[src/rtl/ccip_if_pkg.sv]
// Minimal CCI-P channel-1 (write) types used by the GRN DSM writer.
// Encodings follow the CCI-P request/response codes for the fields carried here.
package ccip_if_pkg;

  typedef logic [41:0]  t_ccip_clAddr;
  typedef t_ccip_clAddr t_hc_address;
  typedef logic [15:0]  t_ccip_mdata;
  typedef logic [511:0] t_ccip_clData;

  typedef enum logic [1:0] {
    eVC_VA  = 2'b00,
    eVC_VL0 = 2'b01,
    eVC_VH0 = 2'b10,
    eVC_VH1 = 2'b11
  } t_ccip_vc;

  typedef enum logic [1:0] {
    eCL_LEN_1 = 2'b00,
    eCL_LEN_2 = 2'b01,
    eCL_LEN_4 = 2'b11
  } t_ccip_clLen;

  typedef enum logic [3:0] {
    eREQ_WRLINE_I = 4'h0,
    eREQ_WRLINE_M = 4'h1,
    eREQ_WRPUSH_I = 4'h2,
    eREQ_WRFENCE  = 4'h4,
    eREQ_INTR     = 4'h6
  } t_ccip_c1_req;

  typedef enum logic [3:0] {
    eRSP_WRLINE  = 4'h0,
    eRSP_WRFENCE = 4'h4,
    eRSP_INTR    = 4'h6
  } t_ccip_c1_rsp;

  typedef struct packed {
    t_ccip_vc     vc_sel;
    logic         sop;
    t_ccip_clLen  cl_len;
    t_ccip_c1_req req_type;
    t_ccip_clAddr address;
    t_ccip_mdata  mdata;
  } t_ccip_c1_ReqMemHdr;

  typedef struct packed {
    t_ccip_c1_rsp resp_type;
    t_ccip_mdata  mdata;
  } t_ccip_c1_RspMemHdr;

  typedef struct packed {
    t_ccip_c1_ReqMemHdr hdr;
    t_ccip_clData       data;
    logic               valid;
  } t_if_ccip_c1_Tx;

  typedef struct packed {
    t_ccip_c1_RspMemHdr hdr;
    logic               rspValid;
  } t_if_ccip_c1_Rx;

endpackage

[src/rtl/grn_pkg.sv]
// GRN accelerator shared types: DSM status-line layout and DSM writer FSM states.
package grn_pkg;

  localparam logic [15:0] GRN_DSM_MDATA = 16'hD5A0;
  localparam logic [63:0] GRN_DSM_FLAG  = 64'h1;

  typedef struct packed {
    logic [319:0] rsvd;
    logic [31:0]  seq;
    logic [31:0]  status;
    logic [63:0]  cycles;
    logic [63:0]  flag;
  } t_grn_dsm_line;

  typedef enum logic [1:0] {
    IDLE     = 2'd0,
    ISSUE    = 2'd1,
    WAIT_RSP = 2'd2
  } t_grn_dsm_state;

  function automatic t_grn_dsm_line grn_dsm_make_line(
    input logic [63:0] cycles,
    input logic [31:0] status,
    input logic [31:0] seq
  );
    t_grn_dsm_line l;
    l        = '0;
    l.flag   = GRN_DSM_FLAG;
    l.cycles = cycles;
    l.status = status;
    l.seq    = seq;
    return l;
  endfunction

endpackage

[src/rtl/grn_dsm_writer.sv]
// Writes one 64-byte DSM status line to host memory per job completion and
// tracks the CCI-P write response, with a one-deep pending slot for early dones.
module grn_dsm_writer
  import ccip_if_pkg::*, grn_pkg::*;
#(
  parameter logic [15:0] MDATA_TAG   = GRN_DSM_MDATA,
  parameter int          RSP_TIMEOUT = 4096
) (
  input  logic           clk,
  input  logic           reset,
  input  t_hc_address    hc_dsm_base,
  input  logic           start,
  input  logic           done,
  input  logic [31:0]    status_code,
  input  logic           c1TxAlmFull,
  input  t_if_ccip_c1_Rx c1Rx,
  output t_if_ccip_c1_Tx c1Tx,
  output logic           dsm_busy,
  output logic           dsm_done,
  output logic           dsm_error
);

  localparam int TIMER_W = (RSP_TIMEOUT > 2) ? $clog2(RSP_TIMEOUT) : 1;
  localparam logic [TIMER_W-1:0] TIMER_LAST = TIMER_W'(RSP_TIMEOUT - 1);

  logic [63:0]        cyc_q;
  logic               run_q;
  logic               start_defer_q;

  t_grn_dsm_state     state_q;
  t_grn_dsm_line      line_q;
  t_hc_address        addr_q;
  logic [31:0]        seq_q;
  logic [TIMER_W-1:0] timer_q;

  logic               pend_valid_q;
  logic [31:0]        pend_status_q;
  logic [63:0]        pend_cyc_q;
  t_hc_address        pend_base_q;

  logic rsp_match;
  logic pend_take;
  logic pend_fill;
  logic timeout;

  assign rsp_match = c1Rx.rspValid && (c1Rx.hdr.resp_type == eRSP_WRLINE) &&
                     (c1Rx.hdr.mdata == MDATA_TAG);
  assign timeout   = (timer_q == TIMER_LAST);
  assign pend_take = (state_q == IDLE) && pend_valid_q;
  // A done landing while the slot is being drained in IDLE refills it.
  assign pend_fill = done && ((state_q != IDLE) || pend_valid_q);

  // done takes priority over a coincident start; the start is replayed next cycle.
  always_ff @(posedge clk) begin
    if (reset) begin
      cyc_q         <= '0;
      run_q         <= 1'b0;
      start_defer_q <= 1'b0;
    end else begin
      start_defer_q <= (start | start_defer_q) & done;
      if (done) begin
        run_q <= 1'b0;
      end else if (start | start_defer_q) begin
        cyc_q <= '0;
        run_q <= 1'b1;
      end else if (run_q) begin
        cyc_q <= cyc_q + 64'd1;
      end
    end
  end

  always_ff @(posedge clk) begin
    if (reset) begin
      state_q       <= IDLE;
      line_q        <= '0;
      addr_q        <= '0;
      seq_q         <= '0;
      timer_q       <= '0;
      pend_valid_q  <= 1'b0;
      pend_status_q <= '0;
      pend_cyc_q    <= '0;
      pend_base_q   <= '0;
      c1Tx          <= '0;
      dsm_busy      <= 1'b0;
      dsm_done      <= 1'b0;
      dsm_error     <= 1'b0;
    end else begin
      c1Tx.valid <= 1'b0;
      dsm_done   <= 1'b0;

      if (pend_fill) begin
        if (pend_valid_q && !pend_take) begin
          dsm_error <= 1'b1;
        end else begin
          pend_valid_q  <= 1'b1;
          pend_status_q <= status_code;
          pend_cyc_q    <= cyc_q;
          pend_base_q   <= hc_dsm_base;
        end
      end else if (pend_take) begin
        pend_valid_q <= 1'b0;
      end

      unique case (state_q)
        IDLE: begin
          if (pend_valid_q) begin
            if (pend_base_q == '0) begin
              dsm_error <= 1'b1;
            end else begin
              addr_q   <= pend_base_q;
              line_q   <= grn_dsm_make_line(pend_cyc_q, pend_status_q, seq_q);
              dsm_busy <= 1'b1;
              state_q  <= ISSUE;
            end
          end else if (done) begin
            if (hc_dsm_base == '0) begin
              dsm_error <= 1'b1;
            end else begin
              addr_q   <= hc_dsm_base;
              line_q   <= grn_dsm_make_line(cyc_q, status_code, seq_q);
              dsm_busy <= 1'b1;
              state_q  <= ISSUE;
            end
          end
        end

        ISSUE: begin
          if (!c1TxAlmFull) begin
            c1Tx.valid        <= 1'b1;
            c1Tx.hdr.vc_sel   <= eVC_VA;
            c1Tx.hdr.sop      <= 1'b1;
            c1Tx.hdr.cl_len   <= eCL_LEN_1;
            c1Tx.hdr.req_type <= eREQ_WRLINE_I;
            c1Tx.hdr.address  <= addr_q;
            c1Tx.hdr.mdata    <= MDATA_TAG;
            c1Tx.data         <= line_q;
            timer_q           <= '0;
            state_q           <= WAIT_RSP;
          end
        end

        WAIT_RSP: begin
          if (rsp_match) begin
            dsm_done <= 1'b1;
            dsm_busy <= 1'b0;
            seq_q    <= seq_q + 32'd1;
            state_q  <= IDLE;
          end else if (timeout) begin
            dsm_error <= 1'b1;
            dsm_busy  <= 1'b0;
            state_q   <= IDLE;
          end else begin
            timer_q <= timer_q + TIMER_W'(1);
          end
        end

        default: state_q <= IDLE;
      endcase
    end
  end

endmodule

[config.mk]
export PLATFORM = sky130hd
export DESIGN_NAME = grn_dsm_writer
export DESIGN_NICKNAME = d
export VERILOG_FILES = /design/src/rtl/ccip_if_pkg.sv /design/src/rtl/grn_pkg.sv /design/src/rtl/grn_dsm_writer.sv
export SDC_FILE = /design/constraint.sdc
export NUM_CORES = 1
export LEC_CHECK = 0
export ABC_AREA = 1
export BUFFER_PORTS_ARGS = -buffer_cell sky130_fd_sc_hd__buf_2
export CAP_MARGIN = 20
export CELL_PAD_IN_SITES_DETAIL_PLACEMENT = 1
export CELL_PAD_IN_SITES_GLOBAL_PLACEMENT = 1
export CORE_MARGIN = 5
export CORE_UTILIZATION = 35
export CTS_BUF_LIST = sky130_fd_sc_hd__clkbuf_2 sky130_fd_sc_hd__clkbuf_4 sky130_fd_sc_hd__clkbuf_8
export CTS_CLUSTER_DIAMETER = 100
export DETAILED_ROUTE_END_ITERATION = 12
export PLACE_DENSITY = 0.76
export SLEW_MARGIN = 10
export SYNTH_ARGS = -nofsm -noshare
export SYNTH_HDL_FRONTEND = slang
export SYNTH_SLANG_ARGS = --single-unit
[constraint.sdc]
create_clock -name clk -period 1.6 [get_ports clk]
set_input_delay 0.16 -clock clk [delete_from_list [all_inputs] [get_ports clk]]
set_output_delay 0.16 -clock clk [all_outputs]
set_load 0.01 [all_outputs]
---- Word-level counts from Yosys, hierarchy flattened ----
Index checks and enable logic that the tools add are counted.
word-level totals
  bits in registers ....................... 1365
  input bits .............................. 100
  output and inout port bits .............. 583
  word-level logic and storage cells ...... 120
operators by class
  $add $sub $neg .......................... 3
  eq/ne operators ......................... 14
  multiplexer cells ....................... 43
  bitwise logic cells ..................... 7
  reductions and logical operators ........ 29
operators by type and width
  cell                   count
  $mux 512               4
  $mux 42                4
  $mux 64                2
  $logic_not 42->1       2
  $add 64x1->64 const B  1
  $mux 12                3
  $add 32x1->32 const B  1
  $pmux 12 s2            1
  $mux 1                 19
  $eq 16x16->1 const B   1
  $mux 2                 7
  $add 12x1->12 const B  1
  $eq 12x12->1 const B   1
  $ne 2x2->1 const B     6
  $ne 3x3->1 const B     4
  $reduce_bool 2->1      6
  $reduce_and 2->1       5
  $reduce_and 5->1       2
  $reduce_and 4->1       2
  $pmux 2 s3             1
  $reduce_or 2->1        3
  $logic_and 1x1->1      5
  $not 1->1              5
  $logic_not 4->1        1
  8 further kinds        9

---- Longest topological paths before layout ----
Gate-level depths: netlist of run 1.
  word-level depth ........................ 10
  depth in mapped cells ................... 12
  mapped depth without buffers ............ 12

---- Least setup slack after synthesis of run 1 ----
OpenSTA, ideal clock, no wires.
  path kind ............................... reg2reg
  from .................................... register cyc_q[0]
  to ...................................... register cyc_q[56]
  library setup time ...................... 0.113 ns
  arrival time ............................ 1.572 ns
  slack ................................... -0.085 ns
  cell stages (with the launch flop) ...... 13
  cells stage by stage .................... dfxtp_1 > ha_1 > nand2_1 > nor2_1 > nand2_1 > nor2_4 > nand3_2 > nor2_2 > nand3_2 > nor2_1 > nand2_1 > nand2_1 > nor2_1
on the way
  word-level cells in the longest chain between the ends .. 3
RTL lines
  element                 line                  text
  from (decl)             grn_dsm_writer.sv:26  logic [63:0] cyc_q;
  from (signal assigned)  grn_dsm_writer.sv:67  cyc_q <= cyc_q + 64'd1;
  $add 64x1->64           grn_dsm_writer.sv:67
  $mux 64                 grn_dsm_writer.sv:66  end else if (run_q) begin
  $mux 64                 grn_dsm_writer.sv:63  end else if (start | start_defer_q) begin
Every way passes these cells. The select of a mux whose other input is x is not followed.
A chain may end at the register's enable or synchronous reset.

---- Final worst setup path of run 1 ----
  from .................................... register pend_valid_q
  to ...................................... register addr_q[37] (netlist bit)
on the way
  word-level cells in the longest chain between the ends .. 2
  elaborated cells between the ends (all ways) .. 5
RTL lines
  element                                                           line                   text
  from (decl)                                                       grn_dsm_writer.sv:36   logic pend_valid_q;
  from (signal assigned)                                            grn_dsm_writer.sv:79   pend_valid_q <= 1'b0;
  from (signal assigned)                                            grn_dsm_writer.sv:95   pend_valid_q <= 1'b1;
  from (signal assigned)                                            grn_dsm_writer.sv:101  pend_valid_q <= 1'b0;
  $ne 2x2->1 (no line) / $reduce_bool 2->1 (equally long branches)  n/a
  $reduce_and 4->1 (no line)                                        n/a
  to (signal assigned)                                              grn_dsm_writer.sv:110  addr_q <= pend_base_q;
  to (signal assigned)                                              grn_dsm_writer.sv:119  addr_q <= hc_dsm_base;
  to (decl)                                                         grn_dsm_writer.sv:32   t_hc_address addr_q;
Several ways; a longest one is shown, not always the timed one.

==> out/metrics.json, run 1 <==
{
  "path_clk_slew_ns": 0.06,
  "flow.area_growth_from_synthesis_pct": 36.1,
  "via_per_inst": 4.75,
  "critPathCaptureType": "flop",
  "worst_hold_path.endpoint": "pend_cyc_q[55]",
  "drt-initial-drc-count": 1433,
  "rsz0062_at_grt": "yes",
  "route.detailed.drc": 0,
  "nFillCells": 10372,
  "synth-seq-cells": 598,
  "grt_antenna_before_repair": 10,
  "critical_path_class": "reg -> reg",
  "detail-route-antenna-nets": 0,
  "effective_utilization_at_floorplan_pct": 35.3,
  "final_cell_mix": "653 x sky130_fd_sc_hd__nand2_1, 542 x sky130_fd_sc_hd__dfxtp_1, 474 x sky130_fd_sc_hd__nor2_1",
  "worst_vdd_drop_mv": 0.663,
  "cap_violations": 0,
  "layout.cells.most_common": "sky130_fd_sc_hd__nand2_1",
  "groute.usage.overall_pct": 20.8,
  "clock-skew-final_ns": 0.0557,
  "slew_headroom_pct": 58.4,
  "cpMostUsedCell": "sky130_fd_sc_hd__nand2_1",
  "global_route_wire_length_before_repair_mm": 154,
  "slew_viol_final": 0,
  "mappedNetlistArea_mm2": 0.0289,
  "required_ns": 2.19,
  "hold_path.startpoint": "reset",
  "dp_hpwl_mm": 65.5,
  "dieWidth_um": 297,
  "cts_max_level": 3,
  "final_critical_path_setup_slack_ns": -0.324,
  "detail_route.first_pass.iterations": 5,
  "worstHoldPathType": "in -> reg",
  "gr-total-overflow": 0,
  "cts_tree": "yes",
  "grt_max_degree": 127,
  "wl_per_cell_um": 18.1,
  "core_area_mm2": 0.0820,
  "multi_input_gate_area_mm2": 0.0142,
  "worst-r2r-setup-slack_ns": -0.32,
  "core.rowCount": 105,
  "dpl_cell_area_mm2": 0.0327,
  "run_status": "finished with violations",
  "via_count_of_the_first_global_routing_pass": 29334,
  "register_area_mm2": 0.0121,
  "finalSetupViolations": 546,
  "port_buffers": 282,
  "tightest_slew_ns": 0.624,
  "pin_count": 683,
  "yosysWarnings": 0,
  "clock_latency_ns": 0.75,
  "final_layout_size_suffix_gt1_share_pct": 27.5,
  "syn-instance-count": 4218,
  "crit_path_max_fo": 8,
  "clock_sink_count": 598,
  "design_power_total_mw": 44.3,
  "max_stage_delay_ns": 0.35,
  "clock_path_buffers": 3,
  "yosysUniqueCellTypes": 40,
  "timing.critical_path.cells": "buf_6 > nor2_4 > nand3_2 > nor2_2 > nand2_1 > nor2_1 > nand2_1 > nand3_4 > buf_6 > buf_12 > buf_12 > buf_8 > nand2_2 > nand2_1 > nor2_1",
  "violations": "setup timing",
  "finalWorstPathRequiredPeriod_ns": 1.92,
  "worst_r2r_path_depth": 15,
  "static-leakage-power_nw": 17.9,
  "syn-mean-instance-area_um2": 6.86,
  "clk_root_buffer_cell": "sky130_fd_sc_hd__clkbuf_8",
  "r2r_start": "pend_valid_q",
  "gpl.final_weighted_congestion": 0.843,
  "route.final.wire_length_mm": 111,
  "report.final.hold_viol_count": 0,
  "cp.arrival_ns": 2.51,
  "max_freq_mhz": 520,
  "cts_buffers": 106,
  "reg2reg_end": "addr_q[37]",
  "final_cell_area_mm2": 0.0393,
  "yosysSeqAreaShare_pct": 41.4,
  "share_of_the_cycle_needed_by_the_critical_path_after_routing_pct": 120,
  "start_kind": "flop",
  "finalNetCount": 5057,
  "die_area_mm2": 0.0885,
  "power.density_mw_per_mm2": 1130,
  "route.vias.total": 29087,
  "dieHeight_um": 297,
  "final.setup.tns_ns": -70.87,
  "whs_path_depth": 5,
  "crit_path_max_delay_cell_type": "sky130_fd_sc_hd__dfxtp_4"
}
registers in the layout, indices dropped and copies added (netlist names), 12 cells and up:
name,count
c1Tx,173
line_q,129
cyc_q,64
pend_cyc_q,64
addr_q,42
pend_base_q,42
pend_status_q,32
seq_q,32
timer_q,12
cell type report:
| type | count | area share (%) |
|---|---|---|
| multi-input combinational | 2906 | 36.0 |
| sequential | 598 | 30.7 |
| antenna | 8 | 0.0509 |
| clock inverter | 30 | 0.658 |
| inverter | 497 | 4.84 |
| timing repair buffer | 845 | 18.8 |
| tap | 1070 | 3.40 |
| clock buffer | 170 | 5.58 |
worst max path at each step:
stage                        to  depth (start not counted)       startpoint
global placement      addr_q[2]                         10  pend_base_q[28]
floorplan             cyc_q[56]                         12         cyc_q[1]
CTS                 line_q[164]                         15     pend_valid_q
global route        line_q[120]                         15     pend_valid_q
detailed placement  line_q[106]                         10  pend_base_q[28]
finish               addr_q[37]                         15     pend_valid_q
stage by stage:
step                      instances  setup WS, ns  utilization [%]  hold WS, ns
after global routing           6120        -0.441             48.0       0.0360
after global placement         5730        -0.376             39.9        0.430
after CTS                      6042        -0.297             44.9      0.00349
after floorplan                4617       -0.0373                -        0.307
final                          6124        -0.324             48.0       0.0497
after detailed placement       5730        -0.386             39.9        0.436
logic make-up (layout without fill, tap and decap cells):
| kind of cell | count (synthesis) | after routing | share of synthesized area [%] |
|---|---|---|---|
| flops | 598 | 598 | 41.4 |
| buf+inv | 1113 | 1542 | 20.0 |
| xor+xnor | 38 | 38 | 1.15 |
| compound gates | 703 | 703 | 12.3 |
| simple gates | 1762 | 1762 | 25.0 |
| other cells | 1 | 408 | 0.0130 |
| fa+ha+maj | 3 | 3 | 0.130 |
critical path: cells and delay by family, from the launching register on:
family / cells / cell delay [ns]
DFF: 1 / 0.35
and+or+nand+nor: 10 / 0.80
buffers and inverters: 5 / 0.65
power by group:
| part | internal (mW) | total [mW] | switching [mW] |
|---|---|---|---|
| clock network | 9.24 | 16.3 | 7.05 |
| registers | 16.5 | 17.1 | 0.607 |
| logic | 4.36 | 10.9 | 6.59 |
synth_stat cells, drive strengths merged:
library cell | n | area share (%)
nor4 | 3 | 0.065
clkinv | 1 | 0.013
or2 | 1 | 0.022
clkbuf | 136 | 1.8
nand4 | 53 | 1.1
a21oi | 215 | 3.7
a221oi | 2 | 0.061
o21a | 1 | 0.026
conb | 1 | 0.013
a31oi | 2 | 0.043
nor3b | 5 | 0.13
a41oi | 2 | 0.061
a211oi | 2 | 0.052
and2 | 2 | 0.043
dfxtp | 598 | 41
nor2 | 586 | 7.7
nand2 | 819 | 11
o21ai | 474 | 8.2
xnor2 | 13 | 0.39
xor2 | 25 | 0.76
nand3b | 2 | 0.052
ha | 3 | 0.13
nand3 | 243 | 4.3
buf | 480 | 12
a22oi | 1 | 0.026
inv | 496 | 6.4
nor3 | 48 | 0.88
o21bai | 4 | 0.10
metal layers:
layer	global-route usage (%)	wire length (um)	vias to the layer above	share of wire, %
met5	0	25	-	0.023
met4	7.73	4560	4	4.1
met3	3.71	4620	270	4.2
met2	39.0	57900	698	52
met1	23.6	43700	14168	39
li1	-	-	13947	-
what timing repair did:
| item | 4_1_cts | 5_1_grt |
|---|---|---|
| pin swaps | 20 | 120 |
| buffers inserted | 16 | 51 |
| endpoints found under the setup margin | 489 | 597 |
| cloned | 10 | 29 |
| hold buffers | 86 | 0 |
| endpoints found under the hold margin | 190 | 0 |
| resized for setup | 111 | 516 |
(Power assumes the default switching activity.)
==> inputs of run 2 (changes only) <==
==> constraint.sdc (replaced) <==
create_clock -name clk -period 1.6 [get_ports clk]
set_input_delay 0.32 -clock clk [delete_from_list [all_inputs] [get_ports clk]]
set_output_delay 0.32 -clock clk [all_outputs]
set_load 0.05 [all_outputs]
==> run 2 against run 1 <==
  * The run still ends with setup timing left
  * Critical path depth stayed put
  * Utilization up 3.3 points
  * Die area is the same
  * Global-route usage up 0.31 points
  * First-iteration DRC count is 0.84% higher
  * Cell count grew 0.13%
  * Wire length is 11% higher
  * Power rose by 7.9%
  * Final area is 6.8% higher
  * Sequential power about the same
  * Critical endpoint is now line_q[140]
  * Largest cell class unchanged
==> out/metrics.json, run 2 (synthesis gave the netlist of run 1 again) <==
{
  "run_status": {"value": "finished with violations", "change": "unchanged"},
  "violations": {"value": "setup timing", "change": "unchanged"},
  "final_layout_size_suffix_gt1_share": {"value": 33.4, "unit": "%", "change": "was 27.5%"},
  "rsz0062_at_grt": {"value": "yes", "change": "unchanged"},
  "cts_tree": {"value": "yes", "change": "unchanged"},
  "route.vias.total": {"value": 30056, "change": "was 29087"},
  "share_of_the_cycle_needed_by_the_critical_path_after_routing": {"value": 133, "unit": "%", "change": "was 120%"},
  "drt-initial-drc-count": {"value": 1445, "change": "was 1433"},
  "design_power_total": {"value": 47.8, "unit": "mW", "change": "was 44.3 mW"},
  "flow.area_growth_from_synthesis": {"value": 45.3, "unit": "%", "change": "was 36.1%"},
  "report.final.hold_viol_count": {"value": 0, "change": "unchanged"},
  "slew_viol_final": {"value": 0, "change": "unchanged"},
  "clock_latency": {"value": 0.73, "unit": "ns", "change": "was 0.75 ns"},
  "clock_sink_count": {"value": 598, "change": "unchanged"},
  "clk_root_buffer_cell": {"value": "sky130_fd_sc_hd__clkbuf_8", "change": "unchanged"},
  "global_route_wire_length_before_repair": {"value": 156, "unit": "mm", "change": "was 154 mm"},
  "pin_count": {"value": 683, "change": "unchanged"},
  "crit_path_max_fo": {"value": 15, "change": "was 8"},
  "largest_register_ffs": {"value": 173, "change": "unchanged"},
  "clock-skew-final": {"value": 0.0473, "unit": "ns", "change": "was 0.0557 ns"},
  "worst_r2r_path_depth": {"value": 13, "change": "was 15"},
  "tightest_slew": {"value": 0.614, "unit": "ns", "change": "was 0.624 ns"},
  "core_area": {"value": 0.0820, "unit": "mm2", "change": "unchanged"},
  "groute.usage.overall": {"value": 21.1, "unit": "%", "change": "was 20.8%"},
  "route.detailed.drc": {"value": 0, "change": "unchanged"},
  "detail_route.first_pass.iterations": {"value": 5, "change": "unchanged"},
  "route.final.wire_length": {"value": 123, "unit": "mm", "change": "was 111 mm"},
  "worstHoldPathType": {"value": "in -> reg", "change": "unchanged"},
  "dieWidth": {"value": 297, "unit": "um", "change": "unchanged"},
  "power.density": {"value": 1140, "unit": "mW/mm2", "change": "was 1130 mW/mm2"},
  "via_count_of_the_first_global_routing_pass": {"value": 29219, "change": "was 29334"},
  "dieHeight": {"value": 297, "unit": "um", "change": "unchanged"},
  "dp_hpwl": {"value": 66.3, "unit": "mm", "change": "was 65.5 mm"},
  "port_buffers": {"value": 282, "change": "unchanged"},
  "core.rowCount": {"value": 105, "change": "unchanged"},
  "cts_max_level": {"value": 3, "change": "unchanged"},
  "grt_antenna_before_repair": {"value": 11, "change": "was 10"},
  "finalWorstPathRequiredPeriod": {"value": 2.12, "unit": "ns", "change": "was 1.92 ns"},
  "layout.cells.most_common": {"value": "sky130_fd_sc_hd__nand2_1", "change": "unchanged"},
  "worst_vdd_drop": {"value": 0.647, "unit": "mV", "change": "was 0.663 mV"},
  "wl_per_cell": {"value": 20.1, "unit": "um", "change": "was 18.1 um"},
  "start_kind": {"value": "primary input", "change": "was flop"},
  "clock_path_buffers": {"value": 3, "change": "unchanged"},
  "die_area": {"value": 0.0885, "unit": "mm2", "change": "unchanged"},
  "register_area": {"value": 0.0123, "unit": "mm2", "change": "was 0.0121 mm2"},
  "gpl.final_weighted_congestion": {"value": 0.854, "change": "was 0.843"},
  "critPathCaptureType": {"value": "flop", "change": "unchanged"},
  "final.setup.tns": {"value": -73.20, "unit": "ns", "change": "was -70.87 ns"},
  "slew_headroom": {"value": 59.1, "unit": "%", "change": "was 58.4%"},
  "detail-route-antenna-nets": {"value": 0, "change": "unchanged"},
  "required": {"value": 2.23, "unit": "ns", "change": "was 2.19 ns"},
  "cp.arrival": {"value": 2.76, "unit": "ns", "change": "was 2.51 ns"},
  "via_per_inst": {"value": 4.90, "change": "was 4.75"},
  "finalNetCount": {"value": 5078, "change": "was 5057"},
  "gr-total-overflow": {"value": 0, "change": "unchanged"},
  "path_clk_slew": {"value": 0.07, "unit": "ns", "change": "was 0.06 ns"},
  "multi_input_gate_area": {"value": 0.0146, "unit": "mm2", "change": "was 0.0142 mm2"},
  "static-leakage-power": {"value": 18.5, "unit": "nW", "change": "was 17.9 nW"},
  "max_freq": {"value": 471, "unit": "MHz", "change": "was 520 MHz"},
  "grt_max_degree": {"value": 127, "change": "unchanged"},
  "final_cell_mix": {"value": "630 x sky130_fd_sc_hd__nand2_1, 471 x sky130_fd_sc_hd__inv_1, 467 x sky130_fd_sc_hd__nor2_1", "change": "was 653 x sky130_fd_sc_hd__nand2_1, 542 x sky130_fd_sc_hd__dfxtp_1, 474 x sky130_fd_sc_hd__nor2_1"},
  "finalSetupViolations": {"value": 331, "change": "was 546"},
  "cap_violations": {"value": 0, "change": "unchanged"},
  "max_flop_register": {"value": "c1Tx", "change": "unchanged"},
  "effective_utilization_at_floorplan": {"value": 35.3, "unit": "%", "change": "unchanged"},
  "nFillCells": {"value": 10059, "change": "was 10372"},
  "critical_path_class": {"value": "in -> reg", "change": "was reg -> reg"},
  "whs_path_depth": {"value": 4, "change": "was 5"},
  "largest_registers": {"value": "c1Tx (173), line_q (129)", "change": "unchanged"},
  "final_critical_path_setup_slack": {"value": -0.522, "unit": "ns", "change": "was -0.324 ns"},
  "cts_buffers": {"value": 106, "change": "unchanged"}
}
[run 2: cell types whose count changed in the layout (fill, tap and decap cells not counted), sizes merged]
cell and delta:
buf +21, dlygate4sd3 -13, clkinv -9, clkbuf +8, bufinv -2, diode +2, inv +1
[run 2: power by group]
part / internal, mW / leakage (nW) / switching [mW] / total [mW]
clock: 8.36 / 1.20 / 6.98 / 15.3
combinational: 5.51 / 12.3 / 9.70 / 15.2
sequential: 16.5 / 5.00 / 0.746 / 17.2
total: 30.4 / 18.5 / 17.4 / 47.8
[run 2: final timing paths]
check,end,from,slack (ns)
worst max register to register,line_q[140],pend_valid_q,-0.51
worst max-delay path,line_q[140],hc_dsm_base[12],-0.52
worst min-delay path,pend_base_q[31],hc_dsm_base[31],0.05
worst min register to register,pend_cyc_q[58],pend_cyc_q[58],0.44
[run 2: metal layers]
layer  share of wire (%)  global-route usage [%]
met1                  38                    24.2
met2                  52                    39.2
met3                 4.9                    4.41
met4                 4.9                    6.95
met5               0.021                       0
[run 2: stage by stage]
step                hold slack (ns)  utilization (%)  setup WS (ns)  instance area (um2)  std cells
global placement              0.430             40.0         -0.577                32800       5736
floorplan                     0.424                -        -0.0373                30500       4617
CTS                        0.000327             45.1         -0.370                36900       6034
detailed placement            0.436             40.0         -0.632                32800       5736
finish                       0.0456             51.3         -0.522                42000       6132
global route                 0.0169             51.3         -0.595                42000       6128
[run 2: worst max-delay path, stage by stage]
cell and delay (ns):
sky130_fd_sc_hd__buf_2 0.10, sky130_fd_sc_hd__dlygate4sd3_1 0.61, sky130_fd_sc_hd__inv_1 0.12, sky130_fd_sc_hd__nand3_1 0.10, sky130_fd_sc_hd__nor2_1 0.18, sky130_fd_sc_hd__nand2_2 0.11, sky130_fd_sc_hd__nor2_4 0.13, sky130_fd_sc_hd__nand2_2 0.09
sky130_fd_sc_hd__nand3_4 0.11, sky130_fd_sc_hd__buf_12 0.14, sky130_fd_sc_hd__buf_8 0.13, sky130_fd_sc_hd__buf_12 0.14, sky130_fd_sc_hd__buf_16 0.16, sky130_fd_sc_hd__nor2_1 0.07, sky130_fd_sc_hd__nor2_1 0.22
[run 2: layout make-up]
class                      instances  share of cell area [%]
clock buffer                     165                    4.91
tap                             1070                    3.19
inverter                         497                    4.52
timing repair buffer             866                    22.8
clock inverter                    20                   0.384
sequential                       598                    29.3
multi-input combinational       2906                    34.8
antenna                           10                  0.0595
[run 2: what timing repair did]
| item | CTS | global route |
|---|---|---|
| endpoints found under the hold margin | 114 | 0 |
| pin swaps | 19 | 133 |
| setup endpoints to repair | 612 | 757 |
| gates cloned | 19 | 45 |
| hold buffers | 73 | 0 |
| setup buffers | 22 | 50 |
| gates resized for setup | 129 | 1634 |
==> inputs of run 3 (changes only) <==
--- a/config.mk
+++ b/config.mk
@@ -11,11 +11,11 @@
 export CELL_PAD_IN_SITES_DETAIL_PLACEMENT = 1
 export CELL_PAD_IN_SITES_GLOBAL_PLACEMENT = 1
 export CORE_MARGIN = 5
-export CORE_UTILIZATION = 35
+export CORE_UTILIZATION = 39
 export CTS_BUF_LIST = sky130_fd_sc_hd__clkbuf_2 sky130_fd_sc_hd__clkbuf_4 sky130_fd_sc_hd__clkbuf_8
 export CTS_CLUSTER_DIAMETER = 100
 export DETAILED_ROUTE_END_ITERATION = 12
-export PLACE_DENSITY = 0.76
+export PLACE_DENSITY = 0.8
 export SLEW_MARGIN = 10
 export SYNTH_ARGS = -nofsm -noshare
 export SYNTH_HDL_FRONTEND = slang
==> constraint.sdc (replaced) <==
create_clock -name clk -period 2.08 [get_ports clk]
set_input_delay 0.416 -clock clk [delete_from_list [all_inputs] [get_ports clk]]
set_output_delay 0.416 -clock clk [all_outputs]
set_load 0.05 [all_outputs]
==> run 3 against run 2 <==
  * The flow now finishes without violations
  * Worst hold slack gained 0.024 ns
  * Final area decreased by 20%
  * Global-route usage shrank 0.38 points
  * Flip-flop and latch count unchanged
  * Largest cell class unchanged
==> out/metrics.json, run 3 (synthesis gave the netlist of run 1 again) <==
{
  "run_status": {"value": "completed", "change": "was finished with violations"},
  "required": {"value": 2.67, "unit": "ns", "change": "was 2.23 ns"},
  "via_per_inst": {"value": 4.72, "change": "was 4.90"},
  "wl_per_cell": {"value": 16.0, "unit": "um", "change": "was 20.1 um"},
  "gr-total-overflow": {"value": 0, "change": "unchanged"},
  "detail_route.first_pass.iterations": {"value": 5, "change": "unchanged"},
  "grt_antenna_before_repair": {"value": 12, "change": "was 11"},
  "gpl.final_weighted_congestion": {"value": 0.844, "change": "was 0.854"},
  "final_cell_area": {"value": 0.0338, "unit": "mm2", "change": "was 0.0420 mm2"},
  "timing.critical_path.cells": {"value": "dlygate4sd3_1 > buf_2 > inv_1 > nand4_1 > nor2_1 > nand2_1 > nor2_2 > nand2_2 > nand3_4 > buf_6 > buf_12 > buf_16 > nand2_1 > nand2_1 > nor2_1", "change": "was buf_2 > dlygate4sd3_1 > inv_1 > nand3_1 > nor2_1 > nand2_2 > nor2_4 > nand2_2 > nand3_4 > buf_12 > buf_8 > buf_12 > buf_16 > nor2_1 > nor2_1"},
  "crit_path_max_delay_cell_type": {"value": "sky130_fd_sc_hd__dlygate4sd3_1", "change": "unchanged"},
  "clock_latency": {"value": 0.70, "unit": "ns", "change": "was 0.73 ns"},
  "met2RoutedLength": {"value": 46.8, "unit": "mm", "change": "was 64.2 mm"},
  "cap_violations": {"value": 0, "change": "unchanged"},
  "core.rowCount": {"value": 99, "change": "was 105"},
  "largest_register_ffs": {"value": 173, "change": "unchanged"},
  "crit_path_max_fo": {"value": 14, "change": "was 15"},
  "route.vias.total": {"value": 26584, "change": "was 30056"},
  "die_area": {"value": 0.0797, "unit": "mm2", "change": "was 0.0885 mm2"},
  "cts_tree": {"value": "yes", "change": "unchanged"},
  "drt-initial-drc-count": {"value": 1283, "change": "was 1445"},
  "grt_max_degree": {"value": 127, "change": "unchanged"},
  "finalSetupViolations": {"value": 0, "change": "was 331"},
  "clock-skew-final": {"value": 0.0342, "unit": "ns", "change": "was 0.0473 ns"},
  "tightest_slew": {"value": 1.03, "unit": "ns", "change": "was 0.614 ns"},
  "layout_utilization": {"value": 46.2, "unit": "%", "change": "was 51.3%"},
  "register_area": {"value": 0.0120, "unit": "mm2", "change": "was 0.0123 mm2"},
  "cts_buffers": {"value": 106, "change": "unchanged"},
  "final.setup.tns": {"value": 0, "unit": "ns", "change": "was -73.20 ns"},
  "fin_hold_ws": {"value": 0.0691, "unit": "ns", "change": "was 0.0456 ns"},
  "share_of_the_cycle_needed_by_the_critical_path_after_routing_pct": 97.8,
  "worst_vdd_drop": {"value": 0.437, "unit": "mV", "change": "was 0.647 mV"},
  "cpMostUsedCell": {"value": "sky130_fd_sc_hd__nand2_1", "change": "was sky130_fd_sc_hd__nor2_1"},
  "detail-route-antenna-nets": {"value": 0, "change": "unchanged"},
  "post_layout_nonfiller_instances": {"value": 5635, "change": "was 6132"},
  "critPathCaptureType": {"value": "flop", "change": "unchanged"},
  "core_area": {"value": 0.0732, "unit": "mm2", "change": "was 0.0820 mm2"},
  "dieWidth": {"value": 282, "unit": "um", "change": "was 297 um"},
  "global_route_wire_length_before_repair": {"value": 138, "unit": "mm", "change": "was 156 mm"},
  "final_critical_path_setup_slack": {"value": 0.0460, "unit": "ns", "change": "was -0.522 ns"},
  "dp_hpwl": {"value": 62.6, "unit": "mm", "change": "was 66.3 mm"},
  "route.detailed.drc": {"value": 0, "change": "unchanged"},
  "worst-r2r-setup-slack": {"value": 0.11, "unit": "ns", "change": "was -0.51 ns"},
  "effective_utilization_at_floorplan": {"value": 39.5, "unit": "%", "change": "was 35.3%"},
  "via_count_of_the_first_global_routing_pass": {"value": 26636, "change": "was 29219"},
  "multi_input_gate_area": {"value": 0.0127, "unit": "mm2", "change": "was 0.0146 mm2"},
  "pin_count": {"value": 683, "change": "unchanged"},
  "start_kind": {"value": "primary input", "change": "unchanged"},
  "dpl.cell_count": {"value": 5366, "change": "was 5736"},
  "layout.cells.most_common": {"value": "sky130_fd_sc_hd__nand2_1", "change": "unchanged"},
  "preCtsSetupSlack": {"value": -0.127, "unit": "ns", "change": "was -0.632 ns"},
  "report.final.hold_viol_count": {"value": 0, "change": "unchanged"},
  "port_buffers": {"value": 282, "change": "unchanged"},
  "flow.area_growth_from_synthesis": {"value": 16.8, "unit": "%", "change": "was 45.3%"},
  "slew_headroom": {"value": 31.3, "unit": "%", "change": "was 59.1%"},
  "max_freq_mhz": 492,
  "dpl_cell_area": {"value": 0.0305, "unit": "mm2", "change": "was 0.0328 mm2"},
  "route.final.wire_length": {"value": 90.4, "unit": "mm", "change": "was 123 mm"},
  "rsz0062_at_grt": {"value": "yes", "change": "unchanged"},
  "met3_length": {"value": 2.99, "unit": "mm", "change": "was 5.99 mm"},
  "dieHeight": {"value": 282, "unit": "um", "change": "was 297 um"},
  "drt-met1-wl": {"value": 37.6, "unit": "mm", "change": "was 46.9 mm"},
  "path_clk_slew": {"value": 0.06, "unit": "ns", "change": "was 0.07 ns"},
  "finalWorstPathRequiredPeriod_ns": 2.03,
  "final_cell_mix": {"value": "814 x sky130_fd_sc_hd__nand2_1, 594 x sky130_fd_sc_hd__dfxtp_1, 572 x sky130_fd_sc_hd__nor2_1", "change": "was 630 x sky130_fd_sc_hd__nand2_1, 471 x sky130_fd_sc_hd__inv_1, 467 x sky130_fd_sc_hd__nor2_1"},
  "nFillCells": {"value": 9618, "change": "was 10059"},
  "power.density": {"value": 978, "unit": "mW/mm2", "change": "was 1140 mW/mm2"},
  "final_layout_size_suffix_gt1_share": {"value": 14.0, "unit": "%", "change": "was 33.4%"},
  "cts_max_level": {"value": 3, "change": "unchanged"},
  "largest_registers": {"value": "c1Tx (173), line_q (129)", "change": "unchanged"},
  "finalNetCount": {"value": 4687, "change": "was 5078"},
  "slew_viol_final": {"value": 0, "change": "unchanged"},
  "worstHoldPathType": {"value": "in -> reg", "change": "unchanged"},
  "max_flop_register": {"value": "c1Tx", "change": "unchanged"},
  "max_stage_delay": {"value": 0.62, "unit": "ns", "change": "was 0.61 ns"},
  "groute.usage.overall": {"value": 20.8, "unit": "%", "change": "was 21.1%"},
  "cp.arrival": {"value": 2.62, "unit": "ns", "change": "was 2.76 ns"},
  "clock_sink_count": {"value": 598, "change": "unchanged"},
  "maxUsedRoutingLayer": {"value": "met4", "change": "was met5"},
  "clk_root_buffer_cell": {"value": "sky130_fd_sc_hd__clkbuf_8", "change": "unchanged"},
  "critical_path_class": {"value": "in -> reg", "change": "unchanged"},
  "clock_path_buffers": {"value": 3, "change": "unchanged"},
  "design_power_total": {"value": 33.0, "unit": "mW", "change": "was 47.8 mW"},
  "static-leakage-power": {"value": 15.2, "unit": "nW", "change": "was 18.5 nW"}
}
run 3: cell count changes in the layout (fill, tap and decap cells not counted), sizes merged, moves of 3 or more:
cell,previous run,this run
clkbuf,201,178
buf,757,411
inv,502,499
bufinv,1,4
dlygate4sd3,73,52
clkinvlp,1,4
run 3: per-layer routing:
layer | GRT usage (%) | up-vias
met5 | 0 | -
met4 | 7.38 | 0
met3 | 2.86 | 179
met2 | 38.5 | 437
met1 | 24.5 | 12777
li1 | - | 13191
run 3: final cells by class:
type                            count  area share, %
Multi-Input combinational cell   2906           37.7
Timing Repair Buffer              475           10.8
Sequential cell                   598           35.5
Inverter                          497           5.58
Tap cell                          959           3.55
Antenna cell                       11         0.0815
Clock inverter                     22          0.685
Clock buffer                      167           6.19
run 3: what timing repair did:
| action | in CTS | in global routing |
|---|---|---|
| setup buffers | 0 | 5 |
| endpoints found under the hold margin | 53 | 0 |
| hold buffers | 53 | 0 |
| endpoints found under the setup margin | 0 | 173 |
| resized for setup | 0 | 27 |
run 3: final timing paths:
check	from	end	cells after the start
min reg2reg	pend_cyc_q[62]	pend_cyc_q[62]	2
max	hc_dsm_base[5]	line_q[89]	15
max reg2reg	pend_valid_q	line_q[89]	13
min	hc_dsm_base[20]	pend_base_q[20]	3
run 3: report_power, final:
group | internal, mW | switching, mW | total, mW
Combinational | 2.22 | 5.82 | 8.04
Clock | 6.86 | 4.99 | 11.9
Sequential | 12.7 | 0.462 | 13.1
Total | 21.8 | 11.3 | 33.0
run 3: critical path, delay by kind of cell:
kind | cells | cell delay, ns
buffers and inverters | 6 | 1.31
AND/OR/NAND/NOR | 9 | 0.86
